==> src/rtl/radix2_divider.sv <==
`default_nettype none
// ============================================================================
// Module      : radix2_divider
// Description : Sequential radix-2 restoring divider, signed/unsigned, with
//               single-cycle handling of divide-by-zero and signed overflow.
// Revision    : 1.0 - initial release
// ============================================================================
module radix2_divider #(
    parameter int WIDTH = 32,
    parameter int CNT_W = 7
) (
    input  logic             clock,
    input  logic             reset_n,
    input  logic             ctrl_DIV,
    input  logic             ctrl_signed,
    input  logic [WIDTH-1:0] data_operandA,
    input  logic [WIDTH-1:0] data_operandB,
    output logic [WIDTH-1:0] data_quotient,
    output logic [WIDTH-1:0] data_remainder,
    output logic             data_exception,
    output logic             data_resultRDY,
    output logic             busy
);

    typedef enum logic [1:0] {
        S_IDLE = 2'd0,
        S_CALC = 2'd1,
        S_DONE = 2'd2
    } state_t;

    localparam logic [WIDTH-1:0] C_MOST_NEG  = {1'b1, {(WIDTH-1){1'b0}}};
    localparam logic [CNT_W-1:0] C_LAST_STEP = CNT_W'(WIDTH - 1);

    state_t               state_q, state_d;
    logic [CNT_W-1:0]     cnt_q, cnt_d;
    logic [2*WIDTH-1:0]   rq_q, rq_d;
    logic [WIDTH-1:0]     div_q, div_d;
    logic                 signed_q, signed_d;
    logic                 sign_a_q, sign_a_d;
    logic                 sign_b_q, sign_b_d;
    logic [WIDTH-1:0]     quot_q, quot_d;
    logic [WIDTH-1:0]     rem_q, rem_d;
    logic                 exc_q, exc_d;
    logic                 rdy_q, rdy_d;
    logic                 busy_q, busy_d;

    logic [WIDTH:0]       trial;
    logic [WIDTH:0]       diff;
    logic [2*WIDTH-1:0]   step_rq;
    logic [WIDTH-1:0]     q_mag;
    logic [WIDTH-1:0]     r_mag;
    logic [WIDTH-1:0]     abs_a;
    logic [WIDTH-1:0]     abs_b;

    // One restoring step: the top bit of the WIDTH+1-bit difference is the borrow.
    always_comb begin
        trial   = rq_q[2*WIDTH-1:WIDTH-1];
        diff    = trial - {1'b0, div_q};
        step_rq = diff[WIDTH] ? {rq_q[2*WIDTH-2:0], 1'b0}
                              : {diff[WIDTH-1:0], rq_q[WIDTH-2:0], 1'b1};
        q_mag   = step_rq[WIDTH-1:0];
        r_mag   = step_rq[2*WIDTH-1:WIDTH];
        abs_a   = (ctrl_signed && data_operandA[WIDTH-1]) ? -data_operandA : data_operandA;
        abs_b   = (ctrl_signed && data_operandB[WIDTH-1]) ? -data_operandB : data_operandB;
    end

    always_comb begin
        state_d  = state_q;
        cnt_d    = cnt_q;
        rq_d     = rq_q;
        div_d    = div_q;
        signed_d = signed_q;
        sign_a_d = sign_a_q;
        sign_b_d = sign_b_q;
        quot_d   = quot_q;
        rem_d    = rem_q;
        exc_d    = exc_q;
        rdy_d    = 1'b0;

        case (state_q)
            S_CALC: begin
                cnt_d = cnt_q + CNT_W'(1);
                rq_d  = step_rq;
                if (cnt_q == C_LAST_STEP) begin
                    state_d = S_DONE;
                    quot_d  = (signed_q && (sign_a_q ^ sign_b_q)) ? -q_mag : q_mag;
                    rem_d   = (signed_q && sign_a_q) ? -r_mag : r_mag;
                    exc_d   = 1'b0;
                    rdy_d   = 1'b1;
                end
            end
            S_DONE:  state_d = S_IDLE;
            default: state_d = S_IDLE;
        endcase

        // A start in any state wins, aborting whatever was in flight.
        if (ctrl_DIV) begin
            signed_d = ctrl_signed;
            sign_a_d = data_operandA[WIDTH-1];
            sign_b_d = data_operandB[WIDTH-1];
            rq_d     = {{WIDTH{1'b0}}, abs_a};
            div_d    = abs_b;
            cnt_d    = '0;
            if (data_operandB == '0) begin
                state_d = S_DONE;
                quot_d  = '1;
                rem_d   = data_operandA;
                exc_d   = 1'b1;
                rdy_d   = 1'b1;
            end else if (ctrl_signed && (data_operandA == C_MOST_NEG) && (data_operandB == '1)) begin
                state_d = S_DONE;
                quot_d  = C_MOST_NEG;
                rem_d   = '0;
                exc_d   = 1'b1;
                rdy_d   = 1'b1;
            end else begin
                state_d = S_CALC;
                rdy_d   = 1'b0;
            end
        end

        busy_d = (state_d == S_CALC);
    end

    always_ff @(posedge clock or negedge reset_n) begin
        if (!reset_n) begin
            state_q  <= S_IDLE;
            cnt_q    <= '0;
            rq_q     <= '0;
            div_q    <= '0;
            signed_q <= 1'b0;
            sign_a_q <= 1'b0;
            sign_b_q <= 1'b0;
            quot_q   <= '0;
            rem_q    <= '0;
            exc_q    <= 1'b0;
            rdy_q    <= 1'b0;
            busy_q   <= 1'b0;
        end else begin
            state_q  <= state_d;
            cnt_q    <= cnt_d;
            rq_q     <= rq_d;
            div_q    <= div_d;
            signed_q <= signed_d;
            sign_a_q <= sign_a_d;
            sign_b_q <= sign_b_d;
            quot_q   <= quot_d;
            rem_q    <= rem_d;
            exc_q    <= exc_d;
            rdy_q    <= rdy_d;
            busy_q   <= busy_d;
        end
    end

    assign data_quotient  = quot_q;
    assign data_remainder = rem_q;
    assign data_exception = exc_q;
    assign data_resultRDY = rdy_q;
    assign busy           = busy_q;

endmodule
`default_nettype wire

==> config.mk <==
export PLATFORM = sky130hd
export DESIGN_NAME = radix2_divider
export DESIGN_NICKNAME = d
export VERILOG_FILES = /design/src/rtl/radix2_divider.sv
export SDC_FILE = /design/constraint.sdc
export NUM_CORES = 1
export LEC_CHECK = 0
export ABC_CLOCK_PERIOD_IN_PS = 10700
export CORE_MARGIN = 2
export CORE_UTILIZATION = 40
export DETAILED_ROUTE_END_ITERATION = 12
export PLACE_DENSITY = 0.58
export SLEW_MARGIN = 15
export SYNTH_ARGS = -nofsm -noshare
export SYNTH_HDL_FRONTEND = slang
export SYNTH_SLANG_ARGS = --single-unit
==> constraint.sdc <==
create_clock -name clock -period 10.7 [get_ports clock]
set_input_delay 2.14 -clock clock [delete_from_list [all_inputs] [get_ports clock]]
set_output_delay 2.14 -clock clock [all_outputs]
set_load 0.01 [all_outputs]
==> metrics.csv <==
stage,metric,value,unit
critical_path,startpoint_class_of_the_critical_path,input port,
clock_network,cts_htree_levels,4,
floorplan,floorplan.io_pins,135,
timing,fin_skew,0.0162,ns
synth,synth_ff_type,sky130_fd_sc_hd__dfrtp_1,
synth,synthDominantCellAreaShare,34.4,%
clock_network,clock_tree_from_tritoncts,built,
clock_network,cts.path.max_buffers,2,
routing,wl_per_cell,18.1,um
critical_path,timing.critical_path.mode_cell,sky130_fd_sc_hd__nand2_1,
floorplan,initial_utilization,40.4,%
critical_path,crit_chain,clkdlybuf4s50_1 > nor4_1 > and2_1 > nand2_1 > nor4_4 > nand2_1 > or4_1 > nand4bb_1 > buf_4 > nand2_1 > nor2_1 > a221oi_1 > nand2b_1,
critical_path,worst-setup-path-type,in2reg,
synth,ys_async_sr_fraction,100,%
clock_network,clk_root_buffer_cell,sky130_fd_sc_hd__clkbuf_16,
critical_path,slowest_delay,0.56,ns
layout,drive_above_1_share,4.97,%
floorplan,std_cell_rows,65,
run_status,outcome,"complete, no violations",
place,dp_hpwl,28100,um
power,power_per_cell_area,195,nW/um^2
routing,drt_first_iter_violations,795,
synth,post-synth-top-count-cell,sky130_fd_sc_hd__nor2_1,
layout,post-route-util,47.4,%
routing,finalWirelength,37200,um
place,portBuffers,134,
synth,synth_commonest_cells,"177 x sky130_fd_sc_hd__nor2_1, 175 x sky130_fd_sc_hd__dfrtp_1, 153 x sky130_fd_sc_hd__a21oi_1, 144 x sky130_fd_sc_hd__o21ai_0, 135 x sky130_fd_sc_hd__nand2_1",
critical_path,path_max_fanout,42,
routing,detail-route-antenna-nets,0,
clock_network,cts_setup_buffers,0,
timing,report.final.hold_viol_count,0,
clock_network,cts_hold_buf,0,
synth,synth.yosys.warnings,0,
synth,mappedNetlistNets,1664,
clock_network,worst_skew_pair.late_latency,0.44,ns
synth,post_synth_num_cell_types,78,
timing,maxSlewHeadroom,26.2,%
timing,grt_setup_unrepaired,false,
synth,synthesis.area_per_instance,8.16,um^2
synth,synth_enable_flop_cells,0,
timing,slew_of_the_pin_with_the_lowest_slew_margin,1.10,ns
timing,timing.setup.tns,0,ns
layout,finalNetCount,1743,
hold_path,worst_hold_path_type,reg2reg,
synth,postSynthRegisterBits,175,
global_route,grt_pass1_vias,11000,
power,max-vdd-ir-drop,0.170,mV
critical_path,worstPathArrival,6.19,ns
synth,synthDominantAreaCellType,sky130_fd_sc_hd__dfrtp_1,
routing,detailroute.via_count,11700,
critical_path,cp.required,11.02,ns
floorplan,core_area,31500,um^2
global_route,track_usage,22.4,%
global_route,grt-ovfl-total,0,
power,p_leak,6.19,nW
routing,drc_errors,0,
layout,flow.area_growth_from_synthesis,17.3,%
timing,layout_worst_path_cycle_share,54.8,%
routing,via_per_inst,5.68,
synth,postSynthCellCount,1558,
floorplan,die_area,33200,um^2
clock_network,tritoncts.num_buffers,17,
clock_network,post_cts.resized_instances,0,
timing,period_needed,5.87,ns
clock_network,path_clk_slew,0.08,ns
timing,timing.fmax,0.170,GHz
floorplan,chipWidth,182,um
synth,yosysSeqAreaShare,34.4,%
global_route,grt_start_max_net_pins,97,
clock_network,clock_sink_total,175,
critical_path,timing.critical_path.slowest_stage_cell,sky130_fd_sc_hd__clkdlybuf4s50_1,
timing,setup_viol_count_final,0,
routing,drt_first_pass_iters,5,
global_route,grt_antenna_before_repair,0,
timing,worst_hold_slack,0.517,ns
run,count_of_maximum_capacitance_violations,0,
synth,synth.top_cells.by_area,"sky130_fd_sc_hd__dfrtp_1 34%, sky130_fd_sc_hd__a21oi_1 6.0%, sky130_fd_sc_hd__o21ai_0 5.7%",
place,finalWeightedCongestion,0.883,
timing,report.final.slew_viol_count,0,
floorplan,fp.dieH,182,um
synth,post_synth_instance_area,12700,um^2
critical_path,cp-end-kind,register,
global_route,first_pass_grt_wire_length,59800,um
-- cells in the final DEF, fill, tap and decap left out, types with 5 or more instances in the layout --
master and n:
sky130_fd_sc_hd__a211o_1 6, sky130_fd_sc_hd__a211oi_1 43, sky130_fd_sc_hd__a21o_1 10, sky130_fd_sc_hd__a21oi_1 153
sky130_fd_sc_hd__a21oi_2 8, sky130_fd_sc_hd__a22o_1 8, sky130_fd_sc_hd__a22oi_1 9, sky130_fd_sc_hd__a31oi_1 21
sky130_fd_sc_hd__and2_1 16, sky130_fd_sc_hd__and3_1 5, sky130_fd_sc_hd__buf_4 14, sky130_fd_sc_hd__clkbuf_16 17
sky130_fd_sc_hd__clkdlybuf4s50_1 132, sky130_fd_sc_hd__clkinv_8 5, sky130_fd_sc_hd__dfrtp_1 175, sky130_fd_sc_hd__ha_1 37
sky130_fd_sc_hd__inv_1 56, sky130_fd_sc_hd__mux2i_1 54, sky130_fd_sc_hd__nand2_1 135, sky130_fd_sc_hd__nand2b_1 10
sky130_fd_sc_hd__nand3_1 15, sky130_fd_sc_hd__nand3b_1 5, sky130_fd_sc_hd__nand4_1 19, sky130_fd_sc_hd__nor2_1 176
sky130_fd_sc_hd__nor2b_1 7, sky130_fd_sc_hd__nor3_1 41, sky130_fd_sc_hd__nor3b_1 5, sky130_fd_sc_hd__nor4_1 23
sky130_fd_sc_hd__o211ai_1 12, sky130_fd_sc_hd__o21ai_0 144, sky130_fd_sc_hd__o21ai_1 11, sky130_fd_sc_hd__o31ai_1 17
sky130_fd_sc_hd__o41ai_1 8, sky130_fd_sc_hd__or3_1 15, sky130_fd_sc_hd__or4_1 10, sky130_fd_sc_hd__xnor2_1 58
sky130_fd_sc_hd__xor2_1 79
-- worst max-delay path, delay by kind of cell --
family / cells / cell delay (ns)
AO/OA/AOI/OAI: 1 / 0.30
buffers and inverters: 2 / 0.86
AND/OR/NAND/NOR: 10 / 2.86
-- layer usage --
| metal | track usage, % | share of wire, % |
|---|---|---|
| met1 | 31.9 | 48 |
| met3 | 2.43 | 4.0 |
| met4 | 5.45 | 1.9 |
| met5 | 0 | 0 |
| met2 | 36.4 | 46 |
-- per-stage QoR --
| stage | setup WS [ns] | cells | power [mW] | cell area, um^2 |
|---|---|---|---|---|
| 6_report | 4.83 | 2053 | 2.91 | 14900 |
| 5_1_grt | 4.58 | 2052 | 3.12 | 14900 |
| 4_1_cts | 4.81 | 2052 | 2.91 | 14900 |
| 3_5_place_dp | 4.38 | 2020 | 2.27 | 14300 |
| 3_3_place_gp | 4.44 | 2020 | 2.25 | 14300 |
| 2_1_floorplan | 6.09 | 1558 | 1.90 | 12700 |
-- final timing paths --
path | startpoint | endpoint | slack (ns) | depth (start not counted)
min in group asynchronous | reset_n | data_quotient[6]$_DFF_PN0_ | 1.62 | 1
max reg2reg | rq_q[31]$_DFFE_PN0P_ | data_quotient[30]$_DFF_PN0_ | 5.47 | 21
min reg2reg | data_remainder[29]$_DFF_PN0_ | data_remainder[29]$_DFF_PN0_ | 0.52 | 2
max in group asynchronous | reset_n | rq_q[57]$_DFFE_PN0P_ | 7.74 | 2
min | data_remainder[29]$_DFF_PN0_ | data_remainder[29]$_DFF_PN0_ | 0.52 | 2
max | data_operandB[2] | data_remainder[30]$_DFF_PN0_ | 4.83 | 13
-- power by group --
part           switching (mW)  internal [mW]
sequential              0.114          0.739
combinational           0.888          0.530
clock                   0.317          0.321
total                    1.32           1.59
-- layout make-up --
| type | count | area (um^2) |
|---|---|---|
| fillers | 3120 | 16600 |
| flip-flops and latches | 175 | 4380 |
| inverters | 57 | 214 |
| multi-input cells | 1239 | 7780 |
| repair buffers | 147 | 1440 |
| clock buffers | 18 | 439 |
| diodes | 1 | 2.50 |
| clock inverters | 14 | 165 |
| well taps | 402 | 503 |
-- state kept, by name, indices dropped and copies added (netlist names) --
name and count:
sign_b_q 1, busy 1, state_q 2, sign_a_q 1, cnt_q 7, data_resultRDY 1
rq_q 64, div_q 32, data_remainder 32, data_exception 1, signed_q 1, data_quotient 32
-- logic make-up (layout without fill, tap and decap cells) --
kind of cell	Yosys count	in the layout	synth area share (%)
mux	58	58	4.60
xor+xnor	137	137	9.43
compound gates	499	499	24.2
buf+inv	144	236	4.49
fa+ha+maj	38	38	3.80
simple gates	507	507	19.1
flops	175	175	34.4
other cells	0	1	0
(Power assumes the default switching activity.)
